$ cat src/rtl/pipeline_hazard_ctrl.sv
// Hazard/stall controller for the four-stage MIPS pipeline-register bank.
// Optional statistics counters are built only when PIPE_STATS_EN is defined.
module pipeline_hazard_ctrl #(
    parameter int unsigned LOAD_USE_BUBBLES = 1,
    parameter int unsigned CNT_W            = 32
) (
    input  logic             CLK,
    input  logic             nRST,
    input  logic             ihit,
    input  logic             dhit,
    input  logic             dREN_ex,
    input  logic [4:0]       rt_ex,
    input  logic [4:0]       rs_id,
    input  logic [4:0]       rt_id,
    input  logic             dREN_mem,
    input  logic             dWEN_mem,
    input  logic             redirect_mem,
    input  logic             halt_wb,
    output logic             en_ifid,
    output logic             en_idex,
    output logic             en_exmem,
    output logic             en_memwb,
    output logic             flush_ifid,
    output logic             flush_idex,
    output logic             flush_exmem,
    output logic             pc_en,
    output logic             halted,
    output logic [CNT_W-1:0] stall_cycles,
    output logic [CNT_W-1:0] flush_count
);

    typedef enum logic [1:0] {
        RUN     = 2'd0,
        LDSTALL = 2'd1,
        HALT    = 2'd2
    } state_t;

    state_t     r_state;
    state_t     w_next_state;
    logic [1:0] r_bub_cnt;
    logic [1:0] w_next_bub;
    logic       w_mem_busy;
    logic       w_load_use;

    assign w_mem_busy = (dREN_mem | dWEN_mem) & ~dhit;
    assign w_load_use = dREN_ex & (rt_ex != 5'd0) & ((rt_ex == rs_id) | (rt_ex == rt_id));

    always_ff @(posedge CLK) begin
        if (!nRST) begin
            r_state   <= RUN;
            r_bub_cnt <= 2'd0;
        end else begin
            r_state   <= w_next_state;
            r_bub_cnt <= w_next_bub;
        end
    end

    // Priority: halt > memory freeze > redirect > load-use bubble > fetch miss > normal.
    always_comb begin
        w_next_state = r_state;
        w_next_bub   = r_bub_cnt;
        en_ifid      = 1'b0;
        en_idex      = 1'b0;
        en_exmem     = 1'b0;
        en_memwb     = 1'b0;
        flush_ifid   = 1'b0;
        flush_idex   = 1'b0;
        flush_exmem  = 1'b0;
        pc_en        = 1'b0;
        halted       = 1'b0;
        if (nRST) begin
            case (r_state)
                HALT: halted = 1'b1;
                default: begin
                    if (halt_wb) begin
                        w_next_state = HALT;
                    end else if (!w_mem_busy) begin
                        if (redirect_mem) begin
                            {en_ifid, en_idex, en_exmem, en_memwb} = 4'hF;
                            {flush_ifid, flush_idex, flush_exmem}  = 3'b111;
                            pc_en        = 1'b1;
                            w_next_state = RUN;
                            w_next_bub   = 2'd0;
                        end else if ((r_state == LDSTALL) || w_load_use) begin
                            en_idex    = 1'b1;
                            flush_idex = 1'b1;
                            en_exmem   = 1'b1;
                            en_memwb   = 1'b1;
                            if (r_state == LDSTALL) begin
                                w_next_bub = r_bub_cnt - 2'd1;
                                if (r_bub_cnt <= 2'd1) begin
                                    w_next_state = RUN;
                                    w_next_bub   = 2'd0;
                                end
                            end else if (LOAD_USE_BUBBLES > 1) begin
                                w_next_state = LDSTALL;
                                w_next_bub   = 2'(LOAD_USE_BUBBLES - 1);
                            end
                        end else if (!ihit) begin
                            {en_ifid, en_idex, en_exmem, en_memwb} = 4'hF;
                            flush_ifid = 1'b1;
                        end else begin
                            {en_ifid, en_idex, en_exmem, en_memwb} = 4'hF;
                            pc_en = 1'b1;
                        end
                    end
                end
            endcase
        end
    end

`ifdef PIPE_STATS_EN
    logic [CNT_W-1:0] r_stall_cycles;
    logic [CNT_W-1:0] r_flush_count;

    // flush_exmem is asserted only when a redirect is acted on.
    always_ff @(posedge CLK) begin
        if (!nRST) begin
            r_stall_cycles <= '0;
            r_flush_count  <= '0;
        end else begin
            if (!pc_en && (r_state != HALT) && (r_stall_cycles != '1))
                r_stall_cycles <= r_stall_cycles + CNT_W'(1);
            if (flush_exmem && (r_flush_count != '1))
                r_flush_count <= r_flush_count + CNT_W'(1);
        end
    end

    assign stall_cycles = r_stall_cycles;
    assign flush_count  = r_flush_count;
`else
    assign stall_cycles = '0;
    assign flush_count  = '0;
`endif

endmodule
$ cat config.mk
export PLATFORM = sky130hd
export DESIGN_NAME = pipeline_hazard_ctrl
export DESIGN_NICKNAME = d
export VERILOG_FILES = /design/src/rtl/pipeline_hazard_ctrl.sv
export SDC_FILE = /design/constraint.sdc
export NUM_CORES = 1
export LEC_CHECK = 0
export ABC_CLOCK_PERIOD_IN_PS = 2300
export CORE_MARGIN = 3
export CORE_UTILIZATION = 25
export DETAILED_ROUTE_END_ITERATION = 8
export PLACE_DENSITY = 0.8
export SYNTH_ARGS = -nofsm -noshare
export SYNTH_HDL_FRONTEND = slang
export SYNTH_SLANG_ARGS = --single-unit
$ cat constraint.sdc
create_clock -name CLK -period 2.3 [get_ports CLK]
set_clock_uncertainty 0.1 [all_clocks]
set_input_delay 0.575 -clock CLK [delete_from_list [all_inputs] [get_ports CLK]]
set_output_delay 0.575 -clock CLK [all_outputs]
set_load 0.1 [all_outputs]
## Word level (Yosys, flattened, before mapping)

Index checks and enable logic that the tools add are counted.

- Bits in latches: 0
- Bits in read-only memories: 0
- Input port bits: 24
- Memories kept: 0
- Bits in writable memories: 0
- Output and inout bits: 73
- Word-level logic and storage cells: 74
- Register bits: 4

- Order comparisons: 1
- Mux-type cells: 47
- Multipliers: 0
- Add/subtract/negate cells: 1
- Reductions and logical operators: 9
- Equal/unequal tests: 5
- Divide/modulo/power cells: 0
- Bitwise operators: 9
- Shift-type cells: 0

Operators with widths:

| kind | count |
|---|---|
| 1-bit 2-to-1 mux | 37 |
| 2-bit 2-to-1 mux | 10 |
| 5-bit equality test | 2 |
| 5-bit AND reduction | 2 |
| 3-bit nonzero test | 3 |
| 5-bit nonzero test | 1 |
| 1-bit NOT | 4 |
| 2-bit nonzero test | 2 |
| 1-bit AND | 3 |
| 2-bit by 1-bit equality test with 1-bit output (second input constant) | 1 |
| 2-bit equality test (second input constant) | 1 |
| 2-bit by 1-bit <= comparator with 1-bit output (second input constant) | 1 |
| 2-bit != test (second input constant) | 1 |
| 1-bit bitwise OR | 2 |
| 2-bit by 1-bit subtractor with 2-bit output (second input constant) | 1 |
| 1-bit logical OR | 1 |

## Logic depth before layout (Yosys ltp)

- Word-level depth: 10
- Gate-level depth with buffers: 4
- Gate-level depth less buffers: 4

## Worst setup path before layout

No wires, ideal clock.

- Path kind: input-to-output
- From: in halt_wb
- To: out flush_ifid
- Stages: 4
- Arrival: 3.174 ns
- Data required time: 1.625 ns
- Path buffers: 0
- Path slack: -1.549 ns
- Cells stage by stage: nor2_1 -> o211a_1 -> o21ai_0 -> a21oi_1

- Longest elaborated chain between the ends: 3

RTL lines:

| item | RTL line | RTL |
|---|---|---|
| from (decl) | 18 | `input logic halt_wb,` |
| 1-bit 2-to-1 mux | 75 | `if (halt_wb) begin` |
| 1-bit 2-to-1 mux | 72 | `case (r_state)` |
| 1-bit 2-to-1 mux | 71 | `if (nRST) begin` |
| to (decl) | 23 | `output logic flush_ifid,` |

Every way passes these cells.

## Worst setup path after layout

- From: in rt_ex[3]
- To: out en_ifid

- Longest elaborated chain between the ends: 10
- Elaborated cells between the ends (all ways): 13
- Those cells by class: eq/ne: 2; mux: 6; bitwise: 3; reduce/logical: 2

RTL lines:

| item | RTL line | RTL |
|---|---|---|
| from (decl) | 12 | `input logic [4:0] rt_ex,` |
| 5-bit equality test or 5-bit nonzero test (tied branches) | 46 | `assign w_load_use = dREN_ex & (rt_ex != 5'd0) & ((rt_ex == rs_id) \| (rt_ex == rt_id));` |
| 1-bit bitwise OR or 1-bit AND (tied branches) | 46 |  |
| 1-bit AND * | 46 |  |
| 1-bit logical OR * | 84 | `end else if ((r_state == LDSTALL) \|\| w_load_use) begin` |
| 1-bit 2-to-1 mux * | 84 |  |
| 1-bit 2-to-1 mux * | 78 | `if (redirect_mem) begin` |
| 1-bit 2-to-1 mux * | 77 | `end else if (!w_mem_busy) begin` |
| 1-bit 2-to-1 mux * | 75 |  |
| 1-bit 2-to-1 mux * | 72 |  |
| 1-bit 2-to-1 mux * | 71 |  |
| to (decl) | 19 | `output logic en_ifid,` |

Every way passes the cells marked *; elsewhere a longest branch is shown, timed or not.

==> results.cfg <==
[run_status]
outcome = complete, but fails checks
violations = negative setup slack

[hold_path]
min_path_type = flop to flop
hold_start = r_state[1]
holdPathStages = 3
holdPathEnd = r_state[1]

[sta]
setup_viol_count_final = 4
hold_viol = 0
min_period_ns = 2.58
max_freq_mhz = 387
worst_slack_ns = -0.284
slew_violations = 0
rsz0062_at_grt = yes
fin_crit_sh_pct = 112

[layout]
drive_gt1_share_pct = 24.1
fillers = 287
syn_to_final_growth_pct = 42.8
layout.nets = 163
fin_cells = 168
largest_reg_flops = 1
antenna_cells = 0
utilization_pct = 38.0
design_area_um2 = 1060
largestRegisters = r_state x1
top_register = r_state

[detailed_routing]
firstDrtPassIters = 2
routed_wirelength_um = 1410
drc_errors = 0
viasPerCell = 3.23
drt_iter0_markers = 6
ant_nets = 0
wl_per_cell_um = 8.39
via_count = 543

[floorplanning]
pin_count = 97
die_h_um = 60.4
std_cell_rows = 19
die_w_um = 60.4
coreArea_um2 = 2780
initial_utilization_pct = 26.6
dieArea_um2 = 3650

[flow_run]
max_cap_violations = 0

[placed_design]
placed_area_um2 = 1030
post-dp-hpwl_um = 1250
place.gp.congestion = 0.606
port_buffers = 32
dp_cells = 164

[grt]
grt_max_degree = 7
antenna_found_initial = 0
grt_usage_pct = 5.75
grt_overflow_total = 0
grt_pass1_wl_um = 1670
grt_pass1_vias = 389

[worst_setup_path]
crit_fanout = 3
critPathBufInv = 2
critPathLaunchType = primary input
critPathTopFamily = simple AND/OR/NAND/NOR gates
critical_path_class = primary input to output port
crit_required_ns = 1.62
max_stage_delay_ns = 0.51
cpMaxStageDelayCell = or4_1
endpoint_kind = output port
rr_endpoint = r_state[1]
timing.rr.start = r_state[1]
r2r_cells = 3
crit_chain = buf_6 > or4_1 > o21a_1 > nor2b_4 > a21boi_4 > buf_12
arrival_ns = 1.91
r2r_setup_slack_ns = 1.53

[yosys]
ys_ff_latch = 1
syn_area_per_cell_um2 = 7.47
syn-instance-count = 99
ys_types = 19
synth-seq-area-share_pct = 2.71
syn-cell-area_um2 = 739
yosysWarnings = 0

[power]
power_density_nw_per_um2 = 614
irDropWorstVdd_v = 0.000289
p_leak_nw = 0.547

[clock_tree]
clock_latency_ns = 0
cts.clk_slew.worst_paths_ns = 0
==> timing repair <==
item / in CTS / in global routing
endpoints found under the setup margin: 5 / 5
endpoints found under the hold margin: 0 / 0
gates resized for setup: 37 / 3
hold buffers: 0 / 0
buffers inserted: 4 / 0
pin swaps: 21 / 2
==> cell usage in the layout (no fill, tap or decap) <==
master / n
clkdlybuf4s50_1: 3
inv_1: 1
and2_4: 1
a21oi_4: 2
buf_4: 7
nand2_1: 2
buf_12: 9
buf_6: 4
or4_1: 1
o22ai_2: 1
clkdlybuf4s15_1: 1
nor2_4: 2
o21a_1: 1
conb_1: 64
nor2b_4: 1
xnor2_1: 9
and2_1: 1
a31o_4: 1
a21boi_4: 1
o211a_4: 1
nand3_1: 2
nor2b_1: 1
buf_2: 2
o21ai_0: 2
dlygate4sd2_1: 15
xnor2_2: 1
dfxtp_1: 1
==> per-stage QoR <==
step / power (W) / worst slack (ns) / hold WS (ns) / setup TNS, ns
floorplan: 0.000647 / -0.383 / 0.403 / -1.32
global placement: 0.000646 / -0.703 / 0.429 / -2.90
detailed placement: 0.000647 / -0.704 / 0.438 / -2.91
CTS: 0.000646 / -0.311 / 0.499 / -1.11
global route: 0.000665 / -0.326 / 0.524 / -1.21
finish: 0.000648 / -0.284 / 0.490 / -1.01
==> cells in the mapped netlist, drive strengths merged <==
cell type / number / area (um^2)
nor2b: 2 / 20.0
buf: 66 / 495
nor2: 2 / 7.51
inv: 1 / 3.75
a31o: 1 / 8.76
a21oi: 2 / 10.0
o21ai: 2 / 10.0
and2: 2 / 12.5
o211a: 1 / 10.0
a21boi: 1 / 11.3
o22ai: 1 / 6.26
nand3: 2 / 10.0
o21a: 1 / 7.51
or4: 1 / 7.51
dfxtp: 1 / 20.0
xnor2: 10 / 87.6
nand2: 2 / 7.51
conb: 1 / 3.75
==> kinds of logic (layout without fill, tap and decap cells) <==
logic type      after synthesis  in the layout  synth area share [%]
compound gates                9              9                  8.63
buf+inv                      67             42                  67.5
other cells                   1             64                 0.507
flops                         1              1                  2.71
xor+xnor                     10             10                  11.8
simple gates                 11             11                  8.80
==> tightest hold or removal path: cells and delay by family (launching register included) <==
kind	cells	cell delay [ns]
flops	1	0.31
buf+inv	1	0.11
simple gates	2	0.12
==> layout make-up <==
type	instances	area, um^2	share of cell area (%)
tap	31	38.8	3.67
sequential	1	20.0	1.90
multi-input combinational	94	534	50.6
timing repair buffer	41	459	43.5
inverter	1	3.75	0.355
==> worst max-delay path by stage <==
stage          startpoint       to  depth (start not counted)
2_1_floorplan    rt_ex[1]  en_ifid                          4
3_3_place_gp     rt_ex[1]  en_ifid                          6
3_5_place_dp     rt_ex[1]  en_ifid                          6
4_1_cts          rt_ex[3]  en_ifid                          6
5_1_grt          rt_ex[3]  en_ifid                          6
6_report         rt_ex[3]  en_ifid                          6
==> layer usage <==
layer / part of all wire (%) / vias to the layer above / global-route usage [%]
li1: - / 259 / -
met1: 27 / 228 / 6.84
met2: 50 / 56 / 11.0
met3: 23 / 0 / 1.49
met4: 0 / 0 / 0
met5: 0 / - / 0
==> report_power, final <==
part           leakage, nW  switching [W]  internal [W]
clock                    0              0             0
sequential         0.00839     0.00000110     0.0000190
combinational        0.538       0.000544     0.0000838
(Power assumes the default switching activity.)
